File: src/rtl/mem_bus_responder_if.sv
// Bus between the microprogrammed control section, the memory responder and its SRAM.
// The responder takes the slave modport; the control section and SRAM model take the master side.
interface mem_bus_responder_if #(
    parameter int ADDR_W = 11,
    parameter int DATA_W = 32
);
    logic              rd;
    logic              wr;
    logic [31:0]       addr;
    logic [DATA_W-1:0] wdata;
    logic [DATA_W-1:0] rdata;
    logic              ack;
    logic              busy;
    logic              err;
    logic              mem_en;
    logic              mem_we;
    logic [ADDR_W-1:0] mem_addr;
    logic [DATA_W-1:0] mem_wdata;
    logic [DATA_W-1:0] mem_rdata;

    modport slave (
        input  rd, wr, addr, wdata, mem_rdata,
        output rdata, ack, busy, err, mem_en, mem_we, mem_addr, mem_wdata
    );

    modport master (
        output rd, wr, addr, wdata, mem_rdata,
        input  rdata, ack, busy, err, mem_en, mem_we, mem_addr, mem_wdata
    );
endinterface

File: src/rtl/mem_bus_responder.sv
// Memory responder: serves MIR read/write strobes against a synchronous SRAM with WAIT_STATES extra cycles.
// Optional macro MEM_ALIGN_CHECK_EN turns misaligned requests into an immediate err+ack without touching memory.
module mem_bus_responder #(
    parameter int ADDR_W      = 11,
    parameter int DATA_W      = 32,
    parameter int WAIT_STATES = 2
) (
    input  logic                 clk,
    input  logic                 rst,
    mem_bus_responder_if.slave   bus
);
    typedef enum logic [1:0] {
        S_IDLE   = 2'd0,
        S_ACCESS = 2'd1,
        S_WAIT   = 2'd2,
        S_ACK    = 2'd3
    } state_t;

    state_t            r_state, w_state;
    logic [3:0]        r_cnt, w_cnt;
    logic              r_is_rd, w_is_rd;
    logic              r_ack, w_ack;
    logic              r_busy, w_busy;
    logic              r_err, w_err;
    logic              r_mem_en, w_mem_en;
    logic              r_mem_we, w_mem_we;
    logic [ADDR_W-1:0] r_mem_addr, w_mem_addr;
    logic [DATA_W-1:0] r_mem_wdata, w_mem_wdata;
    logic [DATA_W-1:0] r_rdata, w_rdata;
    logic              w_req;
    logic              w_misalign;
    logic              w_unused_bits;

    assign w_req = bus.rd | bus.wr;

`ifdef MEM_ALIGN_CHECK_EN
    assign w_misalign    = (bus.addr[1:0] != 2'b00);
    assign w_unused_bits = ^bus.addr[31:ADDR_W+2];
`else
    assign w_misalign    = 1'b0;
    assign w_unused_bits = ^{bus.addr[31:ADDR_W+2], bus.addr[1:0]};
`endif

    // Next-state and next-output computation; every register holds unless a state says otherwise.
    always_comb begin
        w_state     = r_state;
        w_cnt       = r_cnt;
        w_is_rd     = r_is_rd;
        w_ack       = r_ack;
        w_busy      = r_busy;
        w_err       = r_err;
        w_mem_en    = r_mem_en;
        w_mem_we    = r_mem_we;
        w_mem_addr  = r_mem_addr;
        w_mem_wdata = r_mem_wdata;
        w_rdata     = r_rdata;
        case (r_state)
            S_IDLE: begin
                if (w_req) begin
                    w_busy  = 1'b1;
                    w_is_rd = bus.rd;
                    if (w_misalign) begin
                        w_ack   = 1'b1;
                        w_err   = 1'b1;
                        w_state = S_ACK;
                    end else begin
                        w_mem_addr  = bus.addr[ADDR_W+1:2];
                        w_mem_wdata = bus.wdata;
                        w_mem_en    = 1'b1;
                        w_mem_we    = bus.wr & ~bus.rd;
                        w_state     = S_ACCESS;
                    end
                end else begin
                    w_state = S_IDLE;
                end
            end
            S_ACCESS: begin
                w_mem_en = 1'b0;
                w_mem_we = 1'b0;
                w_cnt    = 4'(WAIT_STATES);
                w_state  = S_WAIT;
            end
            S_WAIT: begin
                if (r_cnt != 4'd0) begin
                    w_cnt = r_cnt - 4'd1;
                end else begin
                    w_ack   = 1'b1;
                    w_state = S_ACK;
                    // SRAM data has been stable since the cycle after mem_en.
                    if (r_is_rd) begin
                        w_rdata = bus.mem_rdata;
                    end else begin
                        w_rdata = r_rdata;
                    end
                end
            end
            S_ACK: begin
                w_ack   = 1'b0;
                w_err   = 1'b0;
                w_busy  = 1'b0;
                w_state = S_IDLE;
            end
            default: begin
                w_state = S_IDLE;
            end
        endcase
    end

    // State and output registers; reset abandons any access in flight.
    always_ff @(posedge clk or negedge rst) begin
        if (!rst) begin
            r_state     <= S_IDLE;
            r_cnt       <= 4'd0;
            r_is_rd     <= 1'b0;
            r_ack       <= 1'b0;
            r_busy      <= 1'b0;
            r_err       <= 1'b0;
            r_mem_en    <= 1'b0;
            r_mem_we    <= 1'b0;
            r_mem_addr  <= {ADDR_W{1'b0}};
            r_mem_wdata <= {DATA_W{1'b0}};
            r_rdata     <= {DATA_W{1'b0}};
        end else begin
            r_state     <= w_state;
            r_cnt       <= w_cnt;
            r_is_rd     <= w_is_rd;
            r_ack       <= w_ack;
            r_busy      <= w_busy;
            r_err       <= w_err;
            r_mem_en    <= w_mem_en;
            r_mem_we    <= w_mem_we;
            r_mem_addr  <= w_mem_addr;
            r_mem_wdata <= w_mem_wdata;
            r_rdata     <= w_rdata;
        end
    end

    assign bus.rdata     = r_rdata;
    assign bus.ack       = r_ack;
    assign bus.busy      = r_busy;
    assign bus.err       = r_err;
    assign bus.mem_en    = r_mem_en;
    assign bus.mem_we    = r_mem_we;
    assign bus.mem_addr  = r_mem_addr;
    assign bus.mem_wdata = r_mem_wdata;
endmodule

File: src/flat_wrapper.sv
// flat-port wrapper written by rule: the top's interface ports become plain ports
module mem_bus_responder_flat 
#(
    parameter int ADDR_W      = 11,
    parameter int DATA_W      = 32,
    parameter int WAIT_STATES = 2
)
  (clk, rst, bus_rd, bus_wr, bus_addr, bus_wdata, bus_mem_rdata, bus_rdata, bus_ack, bus_busy, bus_err, bus_mem_en, bus_mem_we, bus_mem_addr, bus_mem_wdata);
  mem_bus_responder_if #(.ADDR_W(ADDR_W), .DATA_W(DATA_W)) bus_i ();
  input  logic clk;
  input  logic rst;
  input wire logic [$bits(bus_i.rd)-1:0] bus_rd;
  input wire logic [$bits(bus_i.wr)-1:0] bus_wr;
  input wire logic [$bits(bus_i.addr)-1:0] bus_addr;
  input wire logic [$bits(bus_i.wdata)-1:0] bus_wdata;
  input wire logic [$bits(bus_i.mem_rdata)-1:0] bus_mem_rdata;
  output wire logic [$bits(bus_i.rdata)-1:0] bus_rdata;
  output wire logic [$bits(bus_i.ack)-1:0] bus_ack;
  output wire logic [$bits(bus_i.busy)-1:0] bus_busy;
  output wire logic [$bits(bus_i.err)-1:0] bus_err;
  output wire logic [$bits(bus_i.mem_en)-1:0] bus_mem_en;
  output wire logic [$bits(bus_i.mem_we)-1:0] bus_mem_we;
  output wire logic [$bits(bus_i.mem_addr)-1:0] bus_mem_addr;
  output wire logic [$bits(bus_i.mem_wdata)-1:0] bus_mem_wdata;
  assign bus_i.rd = bus_rd;
  assign bus_i.wr = bus_wr;
  assign bus_i.addr = bus_addr;
  assign bus_i.wdata = bus_wdata;
  assign bus_i.mem_rdata = bus_mem_rdata;
  assign bus_rdata = bus_i.rdata;
  assign bus_ack = bus_i.ack;
  assign bus_busy = bus_i.busy;
  assign bus_err = bus_i.err;
  assign bus_mem_en = bus_i.mem_en;
  assign bus_mem_we = bus_i.mem_we;
  assign bus_mem_addr = bus_i.mem_addr;
  assign bus_mem_wdata = bus_i.mem_wdata;
  mem_bus_responder #(.ADDR_W(ADDR_W), .DATA_W(DATA_W), .WAIT_STATES(WAIT_STATES)) u_core (.clk(clk), .rst(rst), .bus(bus_i));
endmodule
File: config.mk
export PLATFORM = sky130hd
export DESIGN_NAME = mem_bus_responder_flat
export DESIGN_NICKNAME = d
export VERILOG_FILES = /design/src/rtl/mem_bus_responder_if.sv /design/src/rtl/mem_bus_responder.sv /design/src/flat_wrapper.sv
export SDC_FILE = /design/constraint.sdc
export NUM_CORES = 1
export LEC_CHECK = 0
export CORE_ASPECT_RATIO = 0.6
export CORE_MARGIN = 10
export CORE_UTILIZATION = 36
export CTS_CLUSTER_SIZE = 12
export DETAILED_ROUTE_END_ITERATION = 16
export GPL_TIMING_DRIVEN = 0
export PLACE_DENSITY_LB_ADDON = 0.12
export SLEW_MARGIN = 15
export SYNTH_ARGS = -nofsm -noshare
export SYNTH_HDL_FRONTEND = slang
export SYNTH_SLANG_ARGS = --single-unit
File: constraint.sdc
create_clock -name clk -period 1.6 [get_ports clk]
set_input_delay 0.32 -clock clk [delete_from_list [all_inputs] [get_ports clk]]
set_output_delay 0.32 -clock clk [all_outputs]
set_load 0.005 [all_outputs]
==> parameters.txt <==
Parameter                              Value

Drt
  Antenna violation net count after detailed routing    0
  Starting DRT DRC Count    just over 90
  Mean number of vias per cell    4.56
  Drt wl/cell    about 18 um
  Via count    2494
  Residual DRC    0
  Total Routed Length    9910 um
  Iteration count of the initial detailed-routing pass    4

Clocking
  # hold bufs at CTS    0
  Clock tree from TritonCTS    yes
  Root cell of the clock tree    sky130_fd_sc_hd__clkbuf_16
  Inserted Clock Buffers    9
  Clk slew on worst S/H paths    approximately 0.06 ns
  Clk buf depth    2
  H-tree level count    3
  Number of sinks on the clock net    86
  Worst-skew pair later-pin latency    0.34 ns

Die
  Cell row count    28
  Width of the chip    149 um
  Vert. Die Dim    97.2 um
  I/O pin total    180
  Core region area    approximately 0.0098 mm2
  Die area    0.0145 mm2
  Starting utilization of the core area    36.6%

Power and ir drop
  Switching power as a share of total power    between 20% and 30%
  Maximum resistive drop on vdd    0.00106 V
  Fraction of power consumed by sequential logic    between 30% and 40%
  Clock power share    17.9%
  Reported leakage power    around 0.0026 uW
  Pwr/cell area    1950 mW/mm2
  Total net switching power    3150 uW
  Power Internal    8330 uW
  Gate power share    48.1%

Worst setup path
  CP startpoint kind    register
  Element type at the critical path end    register
  Maximum fanout along the worst path    5
  Critical path class    reg2reg
  CP arrival    1.97 ns
  Required time of the critical path    1.82 ns

Logic synthesis
  Mean cell area of the mapped netlist    16.1 um2
  Netlist cell types    31
  Cell count after synthesis    approximately 220
  Post-Syn Nets    328
  Sequential element share of the synthesized area    approximately 60%
  Cell area after synthesis    0.00358 mm2
  Synthesis-stage register bit count    86
  Number of warnings reported in the yosys synthesis log    0

Global route
  Via count of the first global-routing pass    2766
  Initial antenna violation count    0
  Total congestion overflow after global routing    0
  Global-route wire length before repair    between 15000 and 20000 um
  Total track usage    13.5%
  Pin count of the biggest net entering global routing    50

Min path
  Worst min-delay path class    in2async

Timing
  TNS Setup    -3.50 ns
  Setup repair after global routing missed its margin    true
  Period utilisation layout    109%
  Fmax    572 MHz
  Final Hold Violating Endpoints    0
  Slew Limit Fails    0
  Worst Tran Pin Value    0.650 ns
  Min cycle time layout    1.75 ns
  Final setup violating endpoints    33
  Post-Route Skew    0.00436 ns
  Worst Setup Slack, final    -0.148 ns
  Slew Limit Headroom    56.7%

Place
  Port Buffer Count    157
  Instance area after placement    0.00533 mm2
  Final estimated routing congestion in global placement    0.703
  Post-detailed-placement half-perimeter wirelength    approximately 7000 um
  Placed Cells incl. Taps    ~520

Cells and area
  Antenna Cells    0
  Post-route cell area    0.00589 mm2
  Final #Nets    514
  Non-filler cells in the finished layout    547
  Core occupancy in the finished layout    60.3%
  Area added between synthesis and finish    64.8%
  Share of cells above drive strength 1    between 30% and 40%

Run
  Max Cap Viol    0

Run status
  Run status    complete, but fails checks
  Violated checks    setup timing
placed cells by master (no fill, tap or decap), types with 3 or more instances in the layout:
cell and n:
sky130_fd_sc_hd__nand2_1 5, sky130_fd_sc_hd__ha_4 3, sky130_fd_sc_hd__mux2_4 33, sky130_fd_sc_hd__inv_2 3, sky130_fd_sc_hd__a22o_1 3, sky130_fd_sc_hd__dlymetal6s2s_1 4
sky130_fd_sc_hd__buf_4 14, sky130_fd_sc_hd__dfrtp_1 86, sky130_fd_sc_hd__clkbuf_16 9, sky130_fd_sc_hd__clkdlybuf4s50_1 152, sky130_fd_sc_hd__nand2b_1 3, sky130_fd_sc_hd__mux2_2 43
sky130_fd_sc_hd__o21ai_0 5, sky130_fd_sc_hd__buf_6 8, sky130_fd_sc_hd__buf_12 6, sky130_fd_sc_hd__inv_1 4, sky130_fd_sc_hd__ha_1 3
final cells by class:
cell class,count,area (um2)
Inverter,7,26.3
Clock inverter,3,45.0
Clock buffer,12,246
Sequential cell,86,2150
Buffer,8,113
Fill cell,749,3880
Tap cell,135,169
Multi-Input combinational cell,119,1360
Timing Repair Buffer,177,1780
sequential cells by signal (all words and copies together) (netlist names):
signal	count
u_core.bus.mem_addr	11
u_core.bus.rdata	32
u_core.bus.ack	1
u_core.r_state	2
u_core.r_is_rd	1
u_core.bus.mem_wdata	32
u_core.r_cnt	4
u_core.bus.mem_en	1
u_core.bus.mem_we	1
u_core.bus.busy	1
what timing repair did:
item | in CTS | in global routing
setup buffers | 10 | 8
gates cloned | 1 | 1
gates resized for setup | 19 | 13
pin swaps | 2 | 2
endpoints found under the setup margin | 71 | 80
cell families after synthesis:
kind of cell	after synthesis	synth area share, %
adder cells (fa/ha/maj)	6	2.10
buffers and inverters	17	3.60
other	1	0.105
multiplexers	77	27.4
XOR/XNOR	1	0.245
AND/OR/NAND/NOR	16	2.66
flip-flops	86	60.2
AO/OA/AOI/OAI	18	3.74
cells in the mapped netlist:
| cell type | instances | area share, % |
|---|---|---|
| sky130_fd_sc_hd__nand2b_1 | 4 | 0.70 |
| sky130_fd_sc_hd__a2bb2oi_1 | 1 | 0.24 |
| sky130_fd_sc_hd__o21ai_2 | 1 | 0.24 |
| sky130_fd_sc_hd__or4_1 | 1 | 0.21 |
| sky130_fd_sc_hd__clkbuf_1 | 1 | 0.10 |
| sky130_fd_sc_hd__nand3_1 | 1 | 0.14 |
| sky130_fd_sc_hd__ha_1 | 6 | 2.1 |
| sky130_fd_sc_hd__buf_6 | 1 | 0.31 |
| sky130_fd_sc_hd__buf_2 | 4 | 0.56 |
| sky130_fd_sc_hd__mux2i_1 | 1 | 0.28 |
| sky130_fd_sc_hd__o311ai_0 | 2 | 0.49 |
| sky130_fd_sc_hd__conb_1 | 1 | 0.10 |
| sky130_fd_sc_hd__o2bb2ai_1 | 1 | 0.24 |
| sky130_fd_sc_hd__and3_1 | 1 | 0.18 |
| sky130_fd_sc_hd__nor2_1 | 2 | 0.21 |
| sky130_fd_sc_hd__buf_4 | 1 | 0.21 |
| sky130_fd_sc_hd__buf_12 | 3 | 1.7 |
| sky130_fd_sc_hd__mux2_2 | 46 | 14 |
| sky130_fd_sc_hd__a32oi_1 | 1 | 0.24 |
| sky130_fd_sc_hd__a22o_1 | 3 | 0.73 |
| sky130_fd_sc_hd__nor3b_4 | 1 | 0.52 |
| sky130_fd_sc_hd__xnor2_1 | 1 | 0.24 |
| sky130_fd_sc_hd__a21bo_2 | 1 | 0.28 |
| sky130_fd_sc_hd__nand2_1 | 5 | 0.52 |
| sky130_fd_sc_hd__o21ai_0 | 5 | 0.70 |
| sky130_fd_sc_hd__or2_2 | 1 | 0.18 |
| sky130_fd_sc_hd__inv_1 | 7 | 0.73 |
| sky130_fd_sc_hd__dfrtp_1 | 86 | 60 |
| sky130_fd_sc_hd__mux2_4 | 30 | 13 |
| sky130_fd_sc_hd__o31ai_1 | 2 | 0.42 |
| sky130_fd_sc_hd__a21oi_1 | 1 | 0.14 |
metal layers:
| layer | up-vias | wire, um | global-route usage (%) |
|---|---|---|---|
| li1 | 1145 | - | - |
| met1 | 1219 | 4310 | 16.5 |
| met2 | 120 | 4060 | 18.8 |
| met3 | 10 | 1410 | 8.37 |
| met4 | 0 | 121 | 4.78 |
| met5 | - | 0 | 0 |
worst paths after layout:
check	start	endpoint	slack [ns]	depth (start not counted)
worst max-delay path	u_core.r_cnt[0]	u_core.bus.rdata[31]	-0.15	7
worst min-delay path	rst	u_core.bus.rdata[25]	0.007	1
worst max register to register	u_core.r_cnt[0]	u_core.bus.rdata[31]	-0.15	7
worst min register to register	u_core.r_is_rd	u_core.r_is_rd	0.49	2
max in group asynchronous	rst	u_core.bus.mem_wdata[7]	0.94	2
min in group clk	u_core.r_is_rd	u_core.r_is_rd	0.49	2
worst max-delay path, stage by stage (launching register included):
cell and delay (ns):
sky130_fd_sc_hd__dfrtp_1 0.40, sky130_fd_sc_hd__inv_2 0.08, sky130_fd_sc_hd__ha_4 0.12, sky130_fd_sc_hd__nor3b_4 0.21, sky130_fd_sc_hd__and3_4 0.32, sky130_fd_sc_hd__buf_6 0.13, sky130_fd_sc_hd__buf_6 0.08, sky130_fd_sc_hd__mux2_4 0.28
through the flow:
step           hold WS [ns]  setup slack (ns)  power, uW
2_1_floorplan        0.0244            -0.221       6080
3_3_place_gp          0.458             -3.16       8810
3_5_place_dp          0.400            -0.541       8940
4_1_cts              0.0289            -0.175      11400
5_1_grt              0.0591            -0.207      12200
6_report            0.00735            -0.148      11500
power groups by stage:
stage | sequential (uW) | combinational, uW | clock, uW
2_1_floorplan | 3960 | 2130 | 0
3_3_place_gp | 3860 | 4950 | 0
3_5_place_dp | 3930 | 5010 | 0
4_1_cts | 3900 | 5340 | 2130
5_1_grt | 4030 | 5970 | 2220
6_report | 3900 | 5520 | 2060
Power figures use the tool's default switching activity.
